**src/rtl/pbus_pkg.sv**
```systemverilog
// Shared types and constants for the two-master PBus arbiter.
package pbus_pkg;

  localparam int unsigned ADDR_W = 5;
  localparam int unsigned DATA_W = 16;
  localparam int unsigned BE_W   = 2;
  localparam int unsigned CNT_W  = 8;

  localparam int unsigned REQ_STROBE = 0;
  localparam int unsigned REQ_READ   = 1;

  localparam logic [1:0] ST_IDLE    = 2'd0;
  localparam logic [1:0] ST_ISSUE   = 2'd1;
  localparam logic [1:0] ST_WAIT    = 2'd2;
  localparam logic [1:0] ST_RELEASE = 2'd3;

  typedef struct packed {
    logic              rnw;
    logic [ADDR_W-1:0] addr;
    logic [DATA_W-1:0] wdata;
    logic [BE_W-1:0]   be;
  } pbus_cmd_t;

endpackage

```
**src/rtl/rr_arb2.sv**
```systemverilog
// Two-input round-robin arbiter; a tie goes to the master not granted last.
module rr_arb2 (
  input  logic       clk,
  input  logic       rst_l,
  input  logic [1:0] req,
  input  logic       upd,
  output logic       vld_c,
  output logic       gnt_c
);

  logic last_q;

  always_comb begin
    vld_c = |req;
    gnt_c = req[1];
    if (req == 2'b11) gnt_c = ~last_q;
  end

  // Reset value 1 lets master 0 win the first tie.
  always_ff @(posedge clk or negedge rst_l) begin
    if (!rst_l)   last_q <= 1'b1;
    else if (upd) last_q <= gnt_c;
  end

endmodule

```
**src/rtl/pbus_arbiter.sv**
```systemverilog
// Two-master PBus arbiter/sequencer: grants round-robin, runs the
// strobe / ready handshake to the single target, and aborts on timeout.
module pbus_arbiter
  import pbus_pkg::*;
#(
  parameter int unsigned TIMEOUT = 16
) (
  input  logic        clk,
  input  logic        rst_l,
  input  logic        m0_req,
  input  logic        m0_rnw,
  input  logic [4:0]  m0_addr,
  input  logic [15:0] m0_wdata,
  input  logic [1:0]  m0_be,
  output logic        m0_ack,
  output logic        m0_err,
  output logic [15:0] m0_rdata,
  input  logic        m1_req,
  input  logic        m1_rnw,
  input  logic [4:0]  m1_addr,
  input  logic [15:0] m1_wdata,
  input  logic [1:0]  m1_be,
  output logic        m1_ack,
  output logic        m1_err,
  output logic [15:0] m1_rdata,
  output logic [4:0]  s_addr,
  output logic [15:0] s_wdata,
  output logic [1:0]  s_be,
  output logic [1:0]  s_req,
  input  logic [15:0] s_rdata,
  input  logic        s_rdy,
  output logic        busy
);

  logic [1:0]        state_q, state_nx;
  pbus_cmd_t         cmd_q, cmd_nx, m0_cmd_c, m1_cmd_c;
  logic              gnt_q, gnt_nx;
  logic [CNT_W-1:0]  cnt_q, cnt_nx;
  logic              seen_q, seen_nx;
  logic              strobe_q, strobe_nx;
  logic [1:0]        ack_nx, err_nx;
  logic [DATA_W-1:0] rd0_nx, rd1_nx;
  logic              busy_nx;
  logic              arb_vld_c, arb_gnt_c, arb_upd_c;

  assign m0_cmd_c = {m0_rnw, m0_addr, m0_wdata, m0_be};
  assign m1_cmd_c = {m1_rnw, m1_addr, m1_wdata, m1_be};

  rr_arb2 u_rr_arb2 (
    .clk   (clk),
    .rst_l (rst_l),
    .req   ({m1_req, m0_req}),
    .upd   (arb_upd_c),
    .vld_c (arb_vld_c),
    .gnt_c (arb_gnt_c)
  );

  // Next-state and next-output logic.
  always_comb begin
    state_nx  = state_q;
    cmd_nx    = cmd_q;
    gnt_nx    = gnt_q;
    cnt_nx    = cnt_q;
    seen_nx   = seen_q;
    strobe_nx = 1'b0;
    ack_nx    = 2'b00;
    err_nx    = 2'b00;
    rd0_nx    = m0_rdata;
    rd1_nx    = m1_rdata;
    arb_upd_c = 1'b0;

    case (state_q)
      ST_IDLE: begin
        if (s_rdy && arb_vld_c) begin
          arb_upd_c = 1'b1;
          gnt_nx    = arb_gnt_c;
          cmd_nx    = arb_gnt_c ? m1_cmd_c : m0_cmd_c;
          strobe_nx = 1'b1;
          state_nx  = ST_ISSUE;
        end
      end
      ST_ISSUE: begin
        cnt_nx   = '0;
        seen_nx  = 1'b0;
        state_nx = ST_WAIT;
      end
      ST_WAIT: begin
        if (!s_rdy) seen_nx = 1'b1;
        // Ready only counts once the target has been seen busy.
        if (s_rdy && seen_q) begin
          if (cmd_q.rnw) begin
            if (gnt_q) rd1_nx = s_rdata;
            else       rd0_nx = s_rdata;
          end
          ack_nx[gnt_q] = 1'b1;
          state_nx      = ST_RELEASE;
        end else if (cnt_q == CNT_W'(TIMEOUT)) begin
          err_nx[gnt_q] = 1'b1;
          state_nx      = ST_RELEASE;
        end else begin
          cnt_nx = cnt_q + CNT_W'(1);
        end
      end
      default: begin
        state_nx = ST_IDLE;
      end
    endcase

    busy_nx = (state_nx != ST_IDLE);
  end

  always_ff @(posedge clk or negedge rst_l) begin
    if (!rst_l) begin
      state_q  <= ST_IDLE;
      cmd_q    <= '0;
      gnt_q    <= 1'b0;
      cnt_q    <= '0;
      seen_q   <= 1'b0;
      strobe_q <= 1'b0;
      m0_ack   <= 1'b0;
      m1_ack   <= 1'b0;
      m0_err   <= 1'b0;
      m1_err   <= 1'b0;
      m0_rdata <= '0;
      m1_rdata <= '0;
      busy     <= 1'b0;
    end else begin
      state_q  <= state_nx;
      cmd_q    <= cmd_nx;
      gnt_q    <= gnt_nx;
      cnt_q    <= cnt_nx;
      seen_q   <= seen_nx;
      strobe_q <= strobe_nx;
      m0_ack   <= ack_nx[0];
      m1_ack   <= ack_nx[1];
      m0_err   <= err_nx[0];
      m1_err   <= err_nx[1];
      m0_rdata <= rd0_nx;
      m1_rdata <= rd1_nx;
      busy     <= busy_nx;
    end
  end

  assign s_addr  = cmd_q.addr;
  assign s_wdata = cmd_q.wdata;
  assign s_be    = cmd_q.be;

  always_comb begin
    s_req             = 2'b00;
    s_req[REQ_STROBE] = strobe_q;
    s_req[REQ_READ]   = cmd_q.rnw;
  end

endmodule

```
**config.mk**
```make
export PLATFORM = sky130hd
export DESIGN_NAME = pbus_arbiter
export DESIGN_NICKNAME = d
export VERILOG_FILES = /design/src/rtl/pbus_pkg.sv /design/src/rtl/rr_arb2.sv /design/src/rtl/pbus_arbiter.sv
export SDC_FILE = /design/constraint.sdc
export NUM_CORES = 1
export LEC_CHECK = 0
export CORE_MARGIN = 8
export CORE_UTILIZATION = 46
export CTS_BUF_LIST = sky130_fd_sc_hd__clkbuf_16
export CTS_CLUSTER_DIAMETER = 30
export DETAILED_ROUTE_END_ITERATION = 7
export PLACE_DENSITY = 0.93
export SLEW_MARGIN = 15
export SYNTH_ARGS = -nofsm -noshare
export SYNTH_HDL_FRONTEND = slang
export SYNTH_HIERARCHICAL = 1
export SYNTH_SLANG_ARGS = --single-unit
```
**constraint.sdc**
```tcl
create_clock -name clk -period 3.8 [get_ports clk]
set_input_delay 0.95 -clock clk [delete_from_list [all_inputs] [get_ports clk]]
set_output_delay 0.95 -clock clk [all_outputs]
set_load 0.01 [all_outputs]
```
==> flow_summary.json <==
{
  "skew_ps": 5.870,
  "final-hold-violation-count": 0,
  "die-width_microns": 99.87,
  "final_common_cell": "clkdlybuf4s50_1",
  "grt_max_degree": 76,
  "cts_tree": "built",
  "synth_cell_types": 40,
  "wire_per_inst_microns": 16.75,
  "synth_top_cell_area_share_pct": 57.23,
  "areaGrowthSynthToFinish_pct": 50.46,
  "vias": 2494,
  "fin_util_pct": 71.66,
  "maxCapViolations": 0,
  "viasPerCell": 5.100,
  "rows": 30,
  "worstPathArrival_ps": 1390,
  "crit_buf_inv": 1,
  "min_period_over_period_pct": 61.65,
  "rsz0062_at_grt": "false",
  "crit_path_start": "s_req[1]",
  "async_flop_share_pct": 100.0,
  "antenna_left": 0,
  "syn_nets": 333,
  "fp.dieH_microns": 99.87,
  "drtIter0Drc": 109,
  "place_hpwl_microns": 6260,
  "finalMaxSlewViolations": 0,
  "peakVddDrop_uv": 349.0,
  "startpoint_type": "register",
  "worst_slew_pin_slew_ps": 905.3,
  "post_cts_resized": 0,
  "status": "complete, no violations",
  "numClockSinks": 75,
  "clock_latency_ps": 320,
  "worstSetupPathType": "reg -> out",
  "period_needed_ps": 2343,
  "r2r-start": "state_q[0]",
  "path_clk_slew_ps": 60,
  "gp_congestion": 0.8186,
  "dieArea_sq_um": 9974,
  "hp-class": "reg -> reg",
  "cpLargestDelayFamily": "buffers and inverters",
  "cts-htree-levels": 3,
  "layout-drive-gt1-share_pct": 13.99,
  "fp.coreArea_sq_um": 6794,
  "synth_ff_type": "dfrtp_1",
  "yosysWarnings": 6,
  "power_density_nw_per_um2": 732.9,
  "first_pass_iters": 4,
  "io_buffers": 130,
  "cts.path.max_buffers": 2,
  "syn_avg_cell_area_sq_um": 12.54,
  "cts_made_buffers": 9,
  "synth_top_area_cell": "dfrtp_1",
  "fin_nets": 463,
  "drt_wl_total_microns": 8189,
  "root_buffer": "clkbuf_16",
  "r2r-end": "cnt_q[7]",
  "synth_edf_count": 0,
  "setup_tns_ps": 0,
  "cellLeakagePower_uw": 0.002185,
  "final_cell_mix": "clkdlybuf4s50_1, dfrtp_1, mux2_2",
  "synth_cells": 258,
  "ys_top_cells_by_area": "dfrtp_1, mux2_2, mux2i_1",
  "diodes": 0,
  "worstHoldEndpoint": "s_wdata[14]",
  "r2r.worst_path.cells": 5,
  "grt_first_pass_wirelength_microns": 13080,
  "start_util_pct": 47.62,
  "hold_start": "s_wdata[14]",
  "yosys_register_bits": 75,
  "cp.required_ps": 2850,
  "grt_util_all_layers_pct": 16.63,
  "relSlewSlack_pct": 39.65,
  "grt-ovfl-total": 0,
  "worstHoldPathCells": 2,
  "syn-cell-area_sq_um": 3236,
  "fmax_ghz": 0.4269,
  "drc": 0,
  "end_kind": "output pin",
  "nFillCells": 491,
  "hold_buffers": 0,
  "setup-violations-final": 0,
  "crit_chain": "clkdlybuf4s50_1",
  "grt_pass1_vias": 2649,
  "cp_slowest_stage_delay_ps": 610,
  "ys_seq_area_share_pct": 58.04,
  "crit_fanout": 4,
  "ios": 131,
  "crit_slowest_cell": "clkdlybuf4s50_1",
  "r2r_slack_ps": 1800,
  "antenna_found_initial": 0,
  "postCtsSetupRepairBufs": 0
}
==> per-stage QoR <==
step | cells | total power (uW) | area [sq um] | setup slack, ps | hold slack, ps
global route | 489 | 3787 | 4868 | 1407 | 504.3
detailed placement | 473 | 2864 | 4607 | 1156 | 469.4
floorplan | 258 | 2018 | 3236 | 1731 | 447.0
finish | 489 | 3568 | 4868 | 1457 | 475.4
global placement | 473 | 2782 | 4607 | 1200 | 460.3
CTS | 489 | 3607 | 4868 | 1454 | 482.1
==> cell type report <==
| class | count | area, sq um | area share [%] |
|---|---|---|---|
| clock inverters | 7 | 36.28 | 0.7453 |
| well taps | 96 | 120.1 | 2.467 |
| flip-flops and latches | 75 | 1878 | 38.58 |
| multi-input cells | 161 | 1261 | 25.91 |
| clock buffers | 9 | 225.2 | 4.626 |
| inverters | 9 | 33.78 | 0.6939 |
| repair buffers | 132 | 1314 | 26.99 |
==> registers in the layout (all words and copies together), names as in the netlist, 2 cells and up <==
name,count
cnt_q,8
m0_rdata,16
m1_rdata,16
s_addr,5
s_be,2
s_wdata,16
state_q,2
==> power by group <==
part | internal, uW | switching, uW
logic | 855 | 622
registers | 1140 | 217
clock network | 432 | 301
==> kinds of logic after synthesis <==
group,synth area share [%]
adder cells (fa/ha/maj),2.320
AND/OR/NAND/NOR,7.386
buffers and inverters,3.209
AO/OA/AOI/OAI,8.740
multiplexers,20.30
flip-flops,58.04
==> Yosys cell counts, types with 3 or more instances <==
cell type  instances
buf_2              5
clkbuf_1           5
dfrtp_1           74
ha_1               6
inv_1              9
mux2_2            33
mux2i_1           27
nand2_1           29
nand4_1            3
o21ai_0           27
==> per-layer routing <==
layer	global-route usage, %	vias up	routed length [microns]
met3	6.298	10	731
met4	6.519	0	106
li1	-	1178	-
met2	27.35	115	4071
met1	19.11	1191	3279
met5	0	-	0
==> worst max-delay path by stage <==
stage	to	slack, ps	depth (start not counted)
after floorplan	u_rr_arb2/last_q	1730	5
after global placement	u_rr_arb2/last_q	1200	6
after detailed placement	u_rr_arb2/last_q	1160	6
after CTS	s_req[1]	1450	1
after global routing	u_rr_arb2/last_q	1410	6
final	s_req[1]	1460	1
(Power assumes the default switching activity.)
